<file path="config.mk">
export PLATFORM = sky130hd
export DESIGN_NAME = spi_dac_tx
export DESIGN_NICKNAME = d
export VERILOG_FILES = /design/src/rtl/dac_pkg.sv /design/src/rtl/sample_fifo.sv /design/src/rtl/spi_dac_tx.sv
export SDC_FILE = /design/constraint.sdc
export NUM_CORES = 1
export LEC_CHECK = 0
export CAP_MARGIN = 0
export CORE_MARGIN = 2
export CORE_UTILIZATION = 63
export DETAILED_ROUTE_END_ITERATION = 12
export PLACE_DENSITY = 0.83
export SYNTH_ARGS = -nofsm -noshare
export SYNTH_HDL_FRONTEND = slang
export SYNTH_SLANG_ARGS = --single-unit
</file>
<file path="constraint.sdc">
create_clock -name clk -period 4.78 [get_ports clk]
set_input_delay 0.956 -clock clk [delete_from_list [all_inputs] [get_ports clk]]
set_output_delay 0.956 -clock clk [all_outputs]
set_load 0.005 [all_outputs]
</file>
<file path="src/rtl/dac_pkg.sv">
// rtl/dac_pkg.sv - shared types and constants for the serial DAC transmitter
package dac_pkg;

    typedef enum logic [2:0] {
        IDLE,
        SETUP,
        SHIFT,
        GAP,
        LATCH
    } state_t;

    // Write command, unbuffered, 1x gain, output active.
    localparam logic [3:0] DAC_CFG    = 4'b0011;
    localparam int         FRAME_BITS = 16;

    function automatic logic [FRAME_BITS-1:0] dac_frame(input logic [7:0] sample);
        return {DAC_CFG, sample, 4'b0000};
    endfunction

endpackage

</file>
<file path="src/rtl/sample_fifo.sv">
// rtl/sample_fifo.sv - small synchronous sample buffer with registered count
module sample_fifo #(
    parameter int DEPTH = 4,
    parameter int WIDTH = 8
) (
    input  logic             clk,
    input  logic             reset,
    input  logic             push_i,
    input  logic             pop_i,
    input  logic [WIDTH-1:0] wdata_i,
    output logic [WIDTH-1:0] rdata_o,
    output logic             full_o,
    output logic             empty_o
);

    localparam int          AW       = $clog2(DEPTH);
    localparam logic [AW:0] FULL_CNT = (AW + 1)'(DEPTH);

    logic [WIDTH-1:0] mem_q [DEPTH];
    logic [AW-1:0]    wr_ptr_q;
    logic [AW-1:0]    rd_ptr_q;
    logic [AW:0]      count_q;
    logic             do_push;
    logic             do_pop;

    // Flags come straight from the count register, so a pop never frees a slot in the same cycle.
    assign full_o  = (count_q == FULL_CNT);
    assign empty_o = (count_q == '0);
    assign do_push = push_i && !full_o;
    assign do_pop  = pop_i && !empty_o;
    assign rdata_o = mem_q[rd_ptr_q];

    always_ff @(posedge clk) begin
        if (do_push) begin
            mem_q[wr_ptr_q] <= wdata_i;
        end
    end

    always_ff @(posedge clk or posedge reset) begin
        if (reset) begin
            wr_ptr_q <= '0;
            rd_ptr_q <= '0;
            count_q  <= '0;
        end else begin
            if (do_push) begin
                wr_ptr_q <= wr_ptr_q + AW'(1);
            end
            if (do_pop) begin
                rd_ptr_q <= rd_ptr_q + AW'(1);
            end
            unique case ({do_push, do_pop})
                2'b10:   count_q <= count_q + (AW + 1)'(1);
                2'b01:   count_q <= count_q - (AW + 1)'(1);
                default: count_q <= count_q;
            endcase
        end
    end

endmodule

</file>
<file path="src/rtl/spi_dac_tx.sv">
// rtl/spi_dac_tx.sv - buffers 8-bit samples and shifts them out as 16-bit SPI DAC write frames
module spi_dac_tx
    import dac_pkg::*;
#(
    parameter int CLK_DIV    = 2,
    parameter int FIFO_DEPTH = 4
) (
    input  logic       clk,
    input  logic       reset,
    input  logic [7:0] in_data,
    input  logic       in_valid,
    output logic       in_ready,
    output logic       dac_cs_n,
    output logic       dac_sclk,
    output logic       dac_mosi,
    output logic       dac_ldac_n,
    output logic       busy,
    output logic       underrun
);

    localparam logic [7:0] DIV_LAST = 8'(CLK_DIV - 1);
    localparam logic [3:0] BIT_LAST = 4'(FRAME_BITS - 1);

    state_t                  state_q;
    logic [7:0]              div_q;
    logic                    phase_q;
    logic [3:0]              bit_q;
    logic [FRAME_BITS-1:0]   shift_q;
    logic                    cs_n_q;
    logic                    sclk_q;
    logic                    mosi_q;
    logic                    ldac_n_q;
    logic                    busy_q;
    logic                    underrun_q;

    logic                    fifo_full;
    logic                    fifo_empty;
    logic [7:0]              fifo_rdata;
    logic                    pop;
    logic                    div_done;
    logic                    frame_active;

    assign in_ready     = !fifo_full;
    assign pop          = (state_q == IDLE) && !fifo_empty;
    assign div_done     = (div_q == DIV_LAST);
    assign frame_active = (state_q == SETUP) || (state_q == SHIFT);

    sample_fifo #(
        .DEPTH (FIFO_DEPTH),
        .WIDTH (8)
    ) u_fifo (
        .clk     (clk),
        .reset   (reset),
        .push_i  (in_valid && in_ready),
        .pop_i   (pop),
        .wdata_i (in_data),
        .rdata_o (fifo_rdata),
        .full_o  (fifo_full),
        .empty_o (fifo_empty)
    );

    // Pin registers follow the state one cycle late, which keeps every pin
    // aligned to the same edge and gives the push-to-cs_n latency of two cycles.
    always_ff @(posedge clk or posedge reset) begin
        if (reset) begin
            state_q    <= IDLE;
            div_q      <= '0;
            phase_q    <= 1'b0;
            bit_q      <= '0;
            shift_q    <= '0;
            cs_n_q     <= 1'b1;
            sclk_q     <= 1'b0;
            mosi_q     <= 1'b0;
            ldac_n_q   <= 1'b1;
            busy_q     <= 1'b0;
            underrun_q <= 1'b0;
        end else begin
            cs_n_q   <= !frame_active;
            sclk_q   <= (state_q == SHIFT) && phase_q;
            mosi_q   <= frame_active && shift_q[FRAME_BITS-1];
            ldac_n_q <= (state_q != LATCH);
            busy_q   <= (state_q != IDLE);
            div_q    <= div_done ? '0 : div_q + 8'd1;

            case (state_q)
                IDLE: begin
                    div_q <= '0;
                    if (pop) begin
                        shift_q <= dac_frame(fifo_rdata);
                        state_q <= SETUP;
                    end
                end
                SETUP: begin
                    if (div_done) begin
                        state_q <= SHIFT;
                        phase_q <= 1'b0;
                        bit_q   <= '0;
                    end
                end
                SHIFT: begin
                    // Data advances only when a high half ends, i.e. at the start of the next low half.
                    if (div_done) begin
                        phase_q <= !phase_q;
                        if (phase_q) begin
                            if (bit_q == BIT_LAST) begin
                                state_q <= GAP;
                            end else begin
                                bit_q   <= bit_q + 4'd1;
                                shift_q <= {shift_q[FRAME_BITS-2:0], 1'b0};
                            end
                        end
                    end
                end
                GAP: begin
                    if (div_done) begin
                        state_q <= LATCH;
                    end
                end
                LATCH: begin
                    if (div_done) begin
                        state_q <= IDLE;
                        if (fifo_empty) begin
                            underrun_q <= 1'b1;
                        end
                    end
                end
                default: state_q <= IDLE;
            endcase
        end
    end

    assign dac_cs_n   = cs_n_q;
    assign dac_sclk   = sclk_q;
    assign dac_mosi   = mosi_q;
    assign dac_ldac_n = ldac_n_q;
    assign busy       = busy_q;
    assign underrun   = underrun_q;

endmodule

</file>
==> results.md <==
* Synth Register Bits at 73
* Slew @ Worst Pin at 0.832 ns
* Crit. End Element: primary output
* Crit path required time at about 3.8 ns
* Synth Flop Type: dfrtp_1
* PD cells at 418 nW/um2
* Placed cells at 317
* Part of the Yosys area used for sequential elements at 61.8%
* Post-route insts no fill at 333
* Asr flop ratio synth at 56.2%
* Worst-path clk slew at 0.08 ns
* HP Start: shift_q[15]
* Die W at 75.5 um
* Endpoints failing setup at 0
* Total gr overflow at 0
* Synth Net Count at about 260
* H-tree Lvls at 3
* Routed vias at about 1900
* Post-CTS setup buffer count at 0
* Reg2reg start: state_q[1]
* Final max-slew violation count at 0
* First-pass GRT wire length at between 9 and 10 mm
* Ant. Diodes at 0
* Slew margin rel. at between 40% and 50%
* Post-synth EDFFs at 32
* Worst vdd ir at 0.300 mV
* Post-CTS sizing at 0
* Starting density of the core at 64.2%
* Antenna violations before repair at 0
* Worst Setup SP: u_fifo.count_q[0]
* Hold Fails Final Rpt at 0
* Hold Path Class: reg -> reg
* Minimum clock period at 2.56 ns
* Area grow syn2layout at 14.0%
* CP Launch Type: flop
* Cells after Synth at 235
* DP HPWL at 3.68 mm
* Initial DRC Count at 115
* Routability-driven placement congestion ratio at 0.835
* Fmax at between 300 and 400 MHz
* Leak at 1.53 nW
* Die ar. at approximately 5700 um2
* Core area at 5010 um2
* CTS root buf: clkbuf_8
* Routed wire length at 5.58 mm
* Routed vias/inst at 5.60
* Clk buf depth at 2
* CTS Buf Count at 9
* Worst EP arrival at 1.61 ns
* Filler Cell Count at 330
* Synth Cell Area at 3220 um2
* Hold_buf cts at 0
* Antenna-violating nets left at 0
* TritonCTS clock tree: yes
* Final Cycle Share at 53.6%
* Commonest non-fill, non-tap cell in the layout: dfrtp_1
* Nets at approximately 280
* Worst-path fanout max at 6
* First-pass detailed-route iteration total at 4
* Status: finished, final reports clean
* Yosys warning count at 0
* Max Cap Viol at 0
* Largest net degree at the start of global routing at 42
* Hold WS at 0.501 ns
* Worst Skew at around 0.0062 ns
* CTS sink cnt at 73
* Buffers on Ports at 17
* I/O pin cnt at 18
* RSZ-0062 raised after global routing: false
* Tot GR Track Use at 22.4%
* Setup TNS at 0 ns
* Clk_lat worst skew at approximately 0.34 ns
* Height of the chip at about 75 um
* Vias in the first global route at 1875
* Share of layout cells above drive strength 1 at 16.3%
* CP Class: reg -> out
* Largest area contributor in the netlist: dfrtp_1
* Commonest non-fill, non-tap cells in the layout: dfrtp_1, edfxtp_1, nand2_1
* Cell Rows at 26
* Mean Syn Cell Area at 13.7 um2
* Residual DRC at 0
* Yosys cell types at 43
* Synth area leaders: dfrtp_1, edfxtp_1, mux4_2, nand2_1, ha_1
* Synth top area share at 30.3%
* Wirelength per Cell at 16.7 um
-- per-stage QoR --
step	util, %	power [mW]	setup WS [ns]	area, um2
2_1_floorplan	-	0.890	2.53	3220
3_3_place_gp	68.4	0.941	2.08	3420
3_5_place_dp	68.4	0.959	1.96	3420
4_1_cts	73.2	1.54	2.20	3670
5_1_grt	73.2	1.59	2.05	3670
6_report	73.2	1.53	2.22	3670
-- synth_stat cells (2+ instances only) --
master	n
clkbuf_1	2
mux2_4	5
o21ai_0	7
mux4_2	8
mux2i_1	5
mux2_2	3
xnor2_1	6
xor2_1	8
dfstp_2	2
nand3_1	11
nor3_1	3
edfxtp_1	32
and3_1	6
dfrtp_1	39
nand2_1	30
nor2_1	16
and2_1	3
ha_1	8
nand4_1	2
inv_1	16
-- area by class of cell --
class                           count  area [um2]  area share, %
Clock buffer                       10         128           3.48
Clock inverter                      6         115           3.14
Inverter                           16        60.1           1.64
Multi-Input combinational cell    140        1110           30.3
Sequential cell                    73        1990           54.2
Tap cell                           70        87.6           2.39
Timing Repair Buffer               18         178           4.84
-- metal layers --
| metal | track usage [%] | part of all wire [%] |
|---|---|---|
| met3 | 6.61 | 4.0 |
| met1 | 29.6 | 43 |
| met2 | 35.2 | 51 |
| met5 | 0 | 0 |
| met4 | 9.55 | 1.6 |
-- flip-flops by register name, indices dropped and copies added, names as in the netlist --
register and cells:
state_q 3, dac_cs_n 1, div_q 8, u_fifo.wr_ptr_q 2
dac_sclk 1, dac_ldac_n 1, phase_q 1, shift_q 12
u_fifo.rd_ptr_q 2, busy 1, u_fifo.count_q 3, u_fifo.mem_q 32
underrun 1, dac_mosi 1, bit_q 4
-- kinds of logic (layout without fill, tap and decap cells) --
group | Yosys count | after routing | share of synthesized area [%]
AO/OA/AOI/OAI | 17 | 17 | 4.01
XOR/XNOR | 14 | 14 | 3.81
adder cells (fa/ha/maj) | 9 | 9 | 3.73
buffers and inverters | 22 | 50 | 3.66
flip-flops | 73 | 73 | 61.8
multiplexers | 21 | 21 | 10.5
AND/OR/NAND/NOR | 79 | 79 | 12.4
-- worst paths after layout --
check	to	slack [ns]	cells past startpoint
setup / recovery	in_ready	2.22	3
hold / removal	dac_mosi	0.50	2
setup reg to reg	shift_q[11]	2.25	4
hold reg to reg	dac_mosi	0.50	2
max in group asynchronous	dac_cs_n	3.36	3
min in group asynchronous	div_q[1]	1.05	3
-- power by group --
group          total [mW]  leakage [nW]  internal, mW  switching [mW]
combinational       0.176         0.609        0.0737           0.102
sequential          0.773         0.808         0.739          0.0339
clock               0.585         0.117         0.350           0.235
total                1.53          1.53          1.16           0.371
-- critical path: stages (launching register included) --
cell and delay (ns):
dfrtp_1 0.42, inv_1 0.13, nand3_1 0.21, clkdlybuf4s50_1 0.51
No activity file was read; power rests on OpenSTA's default activity.
